### config.mk
export PLATFORM = sky130hd
export DESIGN_NAME = fighter_controller
export DESIGN_NICKNAME = d
export VERILOG_FILES = /design/src/rtl/fighter_controller.sv
export SDC_FILE = /design/constraint.sdc
export NUM_CORES = 1
export LEC_CHECK = 0
export CORE_MARGIN = 3
export CORE_UTILIZATION = 46
export CTS_BUF_LIST = sky130_fd_sc_hd__clkbuf_4
export DETAILED_ROUTE_END_ITERATION = 7
export GPL_ROUTABILITY_DRIVEN = 1
export HOLD_SLACK_MARGIN = 0.05
export PLACE_DENSITY = 0.67
export SLEW_MARGIN = 20
export SYNTH_ARGS = -nofsm -noshare
export SYNTH_HDL_FRONTEND = slang
export SYNTH_SLANG_ARGS = --single-unit
### constraint.sdc
create_clock -name clk -period 4 [get_ports clk]
set_input_delay 0.8 -clock clk [delete_from_list [all_inputs] [get_ports clk]]
set_output_delay 0.8 -clock clk [all_outputs]
set_load 0.01 [all_outputs]
### src/rtl/fighter_controller.sv
`default_nettype none
// ============================================================================
//  Module      : fighter_controller
//  Description : Per-player character engine. Walk / jump physics, attack
//                timing and hit-stun, all advanced on the frame tick.
//                Outputs are registered and feed the sprite renderer and the
//                collision / health logic directly.
//  Revision    : 1.0  initial release
// ============================================================================
module fighter_controller #(
   parameter int X_INIT        = 24,
   parameter int Y_GROUND      = 32,
   parameter int X_MIN         = 8,
   parameter int X_MAX         = 88,
   parameter int STEP          = 1,
   parameter int JUMP_V        = 6,
   parameter int GRAVITY       = 1,
   parameter int ATTACK_TICKS  = 12,
   parameter int HITSTUN_TICKS = 12,
   parameter int KNOCKBACK     = 4
) (
   input  logic       clk,
   input  logic       rst_n,
   input  logic       tick,
   input  logic       btn_left,
   input  logic       btn_right,
   input  logic       btn_up,
   input  logic       btn_attack,
   input  logic [6:0] opp_x,
   input  logic       hit_in,
   output logic [6:0] x,
   output logic [6:0] y,
   output logic       in_air,
   output logic [1:0] move_state,
   output logic [2:0] character_state,
   output logic       mirror,
   output logic       hit_strobe
);

   localparam logic [7:0]        c_ATK_LOAD  = 8'(ATTACK_TICKS - 1);
   localparam logic [7:0]        c_ATK_HALF  = 8'(ATTACK_TICKS / 2);
   localparam logic [7:0]        c_STUN_LOAD = 8'(HITSTUN_TICKS - 1);
   localparam logic signed [7:0] c_Y_GND_S   = 8'(Y_GROUND);
   localparam logic signed [4:0] c_GRAV_S    = 5'(GRAVITY);
   localparam logic [1:0]        c_MV_STILL  = 2'b00;
   localparam logic [1:0]        c_MV_FWD    = 2'b01;
   localparam logic [1:0]        c_MV_BACK   = 2'b10;

   typedef enum logic [2:0] {
      ST_NORMAL = 3'b000,
      ST_ATTACK = 3'b001,
      ST_HURT   = 3'b010
   } state_t;

   state_t             r_state, w_state_nxt;
   logic [6:0]         r_x, w_x_nxt;
   logic [6:0]         r_y, w_y_nxt;
   logic signed [4:0]  r_vy, w_vy_nxt;
   logic               r_in_air, w_in_air_nxt;
   logic [1:0]         r_move, w_move_nxt;
   logic               r_mirror, w_mirror_nxt;
   logic               r_strobe, w_strobe_nxt;
   logic [7:0]         r_atk_cnt, w_atk_cnt_nxt;
   logic [7:0]         r_stun_cnt, w_stun_cnt_nxt;
   logic               r_hit_pending, w_hit_pending_nxt;
   logic               r_attack_prev, w_attack_prev_nxt;
   logic               w_hit;
   logic               w_press;
   logic               w_mirror_upd;
   logic signed [7:0]  w_y_calc;

   // Saturate a candidate x position into the playfield.
   function automatic logic [6:0] f_clamp(input int v);
      if (v < X_MIN) return 7'(X_MIN);
      if (v > X_MAX) return 7'(X_MAX);
      return 7'(v);
   endfunction

   assign x               = r_x;
   assign y               = r_y;
   assign in_air          = r_in_air;
   assign move_state      = r_move;
   assign character_state = r_state;
   assign mirror          = r_mirror;
   assign hit_strobe      = r_strobe;

   // Next-state and datapath decisions for one frame tick.
   always_comb begin
      w_state_nxt       = r_state;
      w_x_nxt           = r_x;
      w_y_nxt           = r_y;
      w_vy_nxt          = r_vy;
      w_in_air_nxt      = r_in_air;
      w_move_nxt        = r_move;
      w_mirror_nxt      = r_mirror;
      w_strobe_nxt      = 1'b0;
      w_atk_cnt_nxt     = r_atk_cnt;
      w_stun_cnt_nxt    = r_stun_cnt;
      w_hit_pending_nxt = r_hit_pending | hit_in;
      w_attack_prev_nxt = r_attack_prev;
      w_hit             = r_hit_pending | hit_in;
      w_press           = btn_attack & ~r_attack_prev;
      w_mirror_upd      = (opp_x < r_x);
      w_y_calc          = '0;

      if (tick) begin
         // a hit arriving on this very tick is consumed here, not deferred
         w_hit_pending_nxt = 1'b0;
         w_attack_prev_nxt = btn_attack;

         // ballistic motion runs in every state while airborne
         if (r_in_air) begin
            w_y_calc = $signed({1'b0, r_y}) - $signed({{3{r_vy[4]}}, r_vy});
            w_vy_nxt = r_vy - c_GRAV_S;
            if (w_y_calc >= c_Y_GND_S) begin
               w_y_nxt      = 7'(Y_GROUND);
               w_vy_nxt     = '0;
               w_in_air_nxt = 1'b0;
            end else if (w_y_calc < 0) begin
               w_y_nxt = '0;
            end else begin
               w_y_nxt = w_y_calc[6:0];
            end
         end

         if (w_hit && (r_state != ST_HURT)) begin
            // knockback away from the opponent; mirror stays frozen
            w_state_nxt    = ST_HURT;
            w_stun_cnt_nxt = c_STUN_LOAD;
            w_move_nxt     = c_MV_STILL;
            if (opp_x >= r_x) w_x_nxt = f_clamp(int'(r_x) - KNOCKBACK);
            else              w_x_nxt = f_clamp(int'(r_x) + KNOCKBACK);
         end else begin
            case (r_state)
               ST_ATTACK: begin
                  w_move_nxt = c_MV_STILL;
                  if (r_atk_cnt == c_ATK_HALF) w_strobe_nxt = 1'b1;
                  if (r_atk_cnt == 8'd0) w_state_nxt   = ST_NORMAL;
                  else                   w_atk_cnt_nxt = r_atk_cnt - 8'd1;
               end
               ST_HURT: begin
                  w_move_nxt = c_MV_STILL;
                  if (r_stun_cnt == 8'd0) w_state_nxt    = ST_NORMAL;
                  else                    w_stun_cnt_nxt = r_stun_cnt - 8'd1;
               end
               default: begin
                  w_mirror_nxt = w_mirror_upd;
                  // an attack press takes the whole tick: no walk, no jump
                  if (w_press && !r_in_air) begin
                     w_state_nxt   = ST_ATTACK;
                     w_atk_cnt_nxt = c_ATK_LOAD;
                     w_move_nxt    = c_MV_STILL;
                  end else begin
                     if (btn_left && !btn_right) begin
                        w_x_nxt    = f_clamp(int'(r_x) - STEP);
                        w_move_nxt = w_mirror_upd ? c_MV_FWD : c_MV_BACK;
                     end else if (btn_right && !btn_left) begin
                        w_x_nxt    = f_clamp(int'(r_x) + STEP);
                        w_move_nxt = w_mirror_upd ? c_MV_BACK : c_MV_FWD;
                     end else begin
                        w_move_nxt = c_MV_STILL;
                     end
                     // take-off tick leaves y alone; motion starts next tick
                     if (btn_up && !r_in_air) begin
                        w_in_air_nxt = 1'b1;
                        w_vy_nxt     = 5'(JUMP_V);
                     end
                  end
               end
            endcase
         end
      end
   end

   // Character state register.
   always_ff @(posedge clk or negedge rst_n) begin
      if (!rst_n) r_state <= ST_NORMAL;
      else        r_state <= w_state_nxt;
   end

   // Position, physics, timers and edge/hit capture registers.
   always_ff @(posedge clk or negedge rst_n) begin
      if (!rst_n) begin
         r_x           <= 7'(X_INIT);
         r_y           <= 7'(Y_GROUND);
         r_vy          <= '0;
         r_in_air      <= 1'b0;
         r_move        <= c_MV_STILL;
         r_mirror      <= 1'b0;
         r_strobe      <= 1'b0;
         r_atk_cnt     <= '0;
         r_stun_cnt    <= '0;
         r_hit_pending <= 1'b0;
         r_attack_prev <= 1'b0;
      end else begin
         r_x           <= w_x_nxt;
         r_y           <= w_y_nxt;
         r_vy          <= w_vy_nxt;
         r_in_air      <= w_in_air_nxt;
         r_move        <= w_move_nxt;
         r_mirror      <= w_mirror_nxt;
         r_strobe      <= w_strobe_nxt;
         r_atk_cnt     <= w_atk_cnt_nxt;
         r_stun_cnt    <= w_stun_cnt_nxt;
         r_hit_pending <= w_hit_pending_nxt;
         r_attack_prev <= w_attack_prev_nxt;
      end
   end

endmodule
`default_nettype wire

# Word-level counts from Yosys, hierarchy flattened
# Index checks and enable logic that the tools add are counted.
[totals]
reg_bits = 45
output_inout_bits = 22
[op_classes]
n_mux = 105
bitwise_logic = 6
order_cmp = 12
addsub = 8
n_eq_ne = 10
reduce_logical = 21
[ops]
columns = ["op", "count"]
rows = [
  ["7-bit 2-to-1 mux", 24],
  ["1-bit 2-to-1 mux", 57],
  ["8-bit 2-to-1 mux", 5],
  ["5-bit 2-to-1 mux", 6],
  ["8-bit by 7-bit greater-than comparator with 1-bit output, second input constant", 2],
  ["8-bit greater-than comparator, second input constant", 2],
  ["8-bit zero test", 2],
  ["8-bit by 4-bit less-than comparator with 1-bit output, second input constant", 2],
  ["8-bit by 5-bit less-than comparator with 1-bit output, second input constant", 2],
  ["8-bit case mux with 2 select lines", 1],
  ["8-bit by 1-bit subtractor with 8-bit output, second input constant", 2],
  ["2-bit 2-to-1 mux", 7],
  ["3-bit 2-to-1 mux", 4],
  ["7-bit by 1-bit adder with 8-bit output, second input constant", 1],
  ["7-bit by 3-bit adder with 8-bit output, second input constant", 1],
  ["8-bit by 3-bit == test with 1-bit output, second input constant", 1],
  ["8-bit by 7-bit >= comparator with 1-bit output, second input constant", 1],
  ["8-bit by 1-bit less-than comparator with 1-bit output, second input constant", 1],
  ["4-bit AND reduction", 2],
  ["7-bit by 1-bit subtractor with 8-bit output, second input constant", 1],
  ["7-bit by 3-bit subtractor with 8-bit output, second input constant", 1],
  ["8-bit by 5-bit subtractor with 8-bit output", 1],
  ["7-bit >= comparator", 1],
  ["7-bit less-than comparator", 1],
  ["20 further kinds", 34],
]

# Depth between registers and ports, before layout
[logic_depth]
depth_word = 23
ltp_mapped = 12
mapped_depth_nobuf = 10

# Worst setup path before layout
# Ideal clock, no wire load.
[synth_path]
kind = "reg-to-reg"
startpoint = "register r_x[2] (netlist: x[2])"
endpoint = "register r_x[3] (netlist: x[3])"
setup_time_ps = 82
arrival_time_ps = 2520
path_stages_with_launch = 13
period_less_slack_ps = 2601
n_path_buf = 3
setup_slack_ps = 1399
path_cell_list = "dfrtp_1 > buf_2 > buf_2 > inv_2 > ha_1 > clkbuf_1 > nand4_1 > a31oi_1 > o311ai_0 > a221o_1 > nor2_1 > a211oi_1 > a211o_1"
[synth_via]
elab_chain_cells = 17
word_cells_on_any_way = 77
[synth_rtl]
columns = ["element", "line", "source"]
rows = [
  ["start, declared", "56", "logic [6:0] r_x, w_x_nxt;"],
  ["start signal, assigned", "184", "r_x <= 7'(X_INIT);"],
  ["start signal, assigned", "196", "r_x <= w_x_nxt;"],
  ["7-bit by 1-bit adder with 8-bit output", "158", "w_x_nxt = f_clamp(int'(r_x) + STEP);"],
  ["8-bit by 7-bit greater-than comparator with 1-bit output", "75", "if (v > X_MAX) return 7'(X_MAX);"],
  ["1-bit 2-to-1 mux (2 in a row)", "75", ""],
  ["1-bit 2-to-1 mux", "157", "end else if (btn_right && !btn_left) begin"],
  ["1-bit 2-to-1 mux", "154", "if (btn_left && !btn_right) begin"],
  ["1-bit 2-to-1 mux", "149", "if (w_press && !r_in_air) begin"],
  ["1-bit 2-to-1 mux", "134", "case (r_state)"],
  ["1-bit 2-to-1 mux", "126", "if (w_hit && (r_state != ST_HURT)) begin"],
  ["1-bit 2-to-1 mux", "106", "if (tick) begin"],
  ["7-bit 2-to-1 mux", "76", "return 7'(v);"],
  ["7-bit 2-to-1 mux", "75", ""],
  ["7-bit 2-to-1 mux", "157", ""],
  ["7-bit 2-to-1 mux", "154", ""],
  ["7-bit 2-to-1 mux", "149", ""],
  ["7-bit 2-to-1 mux", "134", ""],
  ["7-bit 2-to-1 mux (*)", "126", ""],
]
# Mark *: on every way between the ends. The rest lies on a longest branch, timed or not. The select of a mux whose other input is x is not followed.
# A chain may end at the register's enable or synchronous reset.

# Worst setup path in the final report
[layout_path]
startpoint = "register r_x[2] (netlist: x[2])"
endpoint = "register r_x[2] (netlist: x[2])"
# Same word-level chain as after synthesis.

==> flow_metrics.env <==
export IMPL_wire_per_inst_microns=16.1
export IMPL_crit_path_frequent_cell="a21oi_1"
export IMPL_ant_nets=0
export IMPL_synth_edff_count=0
export IMPL_cp_end_kind="flip-flop"
export IMPL_cts_tree="done"
export IMPL_grt_ovfl_total=0
export IMPL_cts_hold_buf=0
export IMPL_cts_htree_levels=2
export IMPL_post_cts_buffers=0
export IMPL_final_setup_tns_ns=0
export IMPL_gp_congestion=0.909
export IMPL_clk_latency_ns=0.37
export IMPL_syn_num_nets=489
export IMPL_grt_max_degree=45
export IMPL_track_usage_pct=21.3
export IMPL_synth_area_leaders="dfrtp_1 (28%), ha_1 (9.5%), nand2_1 (4.0%), a21oi_1 (3.8%), nor2_1 (3.5%)"
export IMPL_status="completed"
export IMPL_io_pins=37
export IMPL_placementRows=31
export IMPL_syn2layout_area_growth_pct=13.6
export IMPL_finish_instance_area_sq_um=4180
export IMPL_netlist_area_sq_um=3680
export IMPL_ys_ff_latch=44
export IMPL_start_kind="flip-flop"
export IMPL_grt_pass1_vias=3315
export IMPL_grt_pass1_wl_microns=15700
export IMPL_num_vias=3430
export IMPL_yosys_warnings=0
export IMPL_power_w=0.00307
export IMPL_drt_wl_total_microns=9180
export IMPL_worst_pin_slew_ns=0.699
export IMPL_cap_violations=0
export IMPL_slowest_stage="dfrtp_1"
export IMPL_firstDrtPassIters=5
export IMPL_drc=0
export IMPL_cp_num_buf_inv=1
export IMPL_cellPowerDensity_nw_per_um2=734
export IMPL_fin_cells=572
export IMPL_post_cts_resized=0
export IMPL_critPathMaxFanout=18
export IMPL_slowest_delay_ns=0.82
export IMPL_yosysTopAreaCell="dfrtp_1"
export IMPL_fin_crit_sh_pct=75.2
export IMPL_core_sq_um=7490
export IMPL_crit_family="compound AO/OA/AOI/OAI gates"
export IMPL_start_util_pct=49.2
export IMPL_vdd_drop_max_mv=0.334
export IMPL_placed_area_sq_um=4100
export IMPL_r2r_slack_ns=0.99
export IMPL_cts_root_buffer="clkbuf_4"
export IMPL_synthArstFlopShare_pct=100
export IMPL_drt_initial_drc_count=240
export IMPL_required_ns=4.29
export IMPL_vias_per_cell=6.00
export IMPL_cts_buffers=5
export IMPL_crit_arrival_ns=3.30
export IMPL_synth_cell_types=72
export IMPL_crit_chain="inv_2 > ha_1 > or3_1 > a41o_1 > a221o_1 > a21oi_1 > a21oi_1 > o22ai_1"
export IMPL_port_buffers=35
export IMPL_drv_slew=0
export IMPL_clk_pin_slew_ns=0.15
export IMPL_syn_mean_instance_area_sq_um=8.27
export IMPL_max_freq_ghz=0.332
export IMPL_leakagePower_nw=1.76
export IMPL_netlist_instances=445
export IMPL_clock_sinks=44
export IMPL_antenna_found_initial=0
export IMPL_path_class="reg -> reg"
export IMPL_dieArea_sq_um=9110
export IMPL_ys_seq_area_share_pct=30.0
export IMPL_min_period_ns=3.01
export IMPL_placed_cells_incl_taps=564
export IMPL_dp_hpwl_microns=6790
export IMPL_drive_above_1_share_pct=7.82
export IMPL_clockBufferDepth=2
export IMPL_yosysTopAreaCellShare_pct=27.9
export IMPL_final_core_util_pct=55.9
export IMPL_hold_path_class="in -> async"
export IMPL_n_antenna_cell=0
export IMPL_synth_ff_type="dfrtp_1"
export IMPL_setup_viol=0
export IMPL_fp_dieH_microns=95.5
export IMPL_rsz0062_at_grt="false"
export IMPL_nNetsFinal=516
export IMPL_finClkSkew_ns=0.0159
export IMPL_hold_viol=0
export IMPL_die_x_microns=95.5
export IMPL_relSlewSlack_pct=53.4
==> state kept, by name, summed over array words and instances (netlist names), 2 cells and up <==
signal           count
x                    7
r_vy                 5
y                    7
character_state      2
r_stun_cnt           8
move_state           2
r_atk_cnt            8
==> where the power goes <==
part	total [W]	internal (W)	switching [W]
clock network	0.000288	0.000131	0.000158
registers	0.000835	0.000592	0.000243
logic	0.00194	0.000821	0.00112
==> cell usage after synthesis (all sizes together), types with 10 or more instances <==
library cell   n
nor2          34
buf           10
xnor2         14
clkbuf        11
inv           33
a31oi         11
o21ai         40
a21oi         30
nand2         39
ha            28
nand3         12
dfrtp         41
nor3          10
==> kinds of logic after synthesis <==
family	synth area share, %
and+or+nand+nor	20.8
other	0.102
xor gates and xnor gates	5.00
buffers and inverters	5.98
AOI/OAI and AO/OA	26.6
DFF	30.0
muxes	1.16
adders and majority gates	10.3
==> per-layer routing <==
metal	up-vias	track usage, %	part of all wire (%)
met1	1623	29.9	48
met4	0	5.33	1.0
met3	13	3.79	6.0
met5	-	0	0
met2	114	33.9	45
li1	1680	-	-
==> area by class of cell <==
cell class	count	area [sq um]
clock buffers	5	37.5
flip-flops and latches	44	1100
well taps	99	124
inverters	33	124
fillers	683	3300
clock inverters	3	42.5
repair buffers	41	393
multi-input cells	347	2360
==> placed cells by master (no fill, tap or decap), drive strengths merged, types with 4 or more instances in the layout <==
cell type | synthesis | layout
a21oi | 30 | 30
a31oi | 11 | 11
dfrtp | 41 | 41
o21ai | 40 | 40
clkbuf | 11 | 5
clkdlybuf4s50 | 0 | 34
nand3 | 12 | 12
xnor2 | 14 | 14
ha | 28 | 28
nand4 | 7 | 7
nor2 | 34 | 34
o22ai | 4 | 4
o31ai | 8 | 8
xor2 | 7 | 7
inv | 33 | 33
nand2b | 7 | 7
o41ai | 4 | 4
nor2b | 8 | 8
and3 | 6 | 6
a22o | 7 | 7
nor3 | 10 | 10
nand2 | 39 | 39
nor4 | 6 | 6
buf | 10 | 7
==> per-stage QoR <==
| stage | hold slack [ns] | setup slack, ns |
|---|---|---|
| 3_3_place_gp | 0.474 | 0.890 |
| 4_1_cts | 0.495 | 1.04 |
| 2_1_floorplan | 0.446 | 1.40 |
| 6_report | 0.399 | 0.990 |
| 3_5_place_dp | 0.470 | 0.846 |
| 5_1_grt | 0.427 | 0.721 |
==> worst paths after layout <==
| path | depth (start not counted) | to | startpoint |
|---|---|---|---|
| max in group asynchronous | 1 | y[0] | rst_n |
| worst min register to register | 1 | r_stun_cnt[6] | r_stun_cnt[6] |
| worst min-delay path | 1 | r_atk_cnt[2] | rst_n |
| worst max-delay path | 8 | x[2] | x[2] |
| min in group clk | 1 | r_stun_cnt[6] | r_stun_cnt[6] |
| worst max register to register | 8 | x[2] | x[2] |
Power figures use the tool's default switching activity.
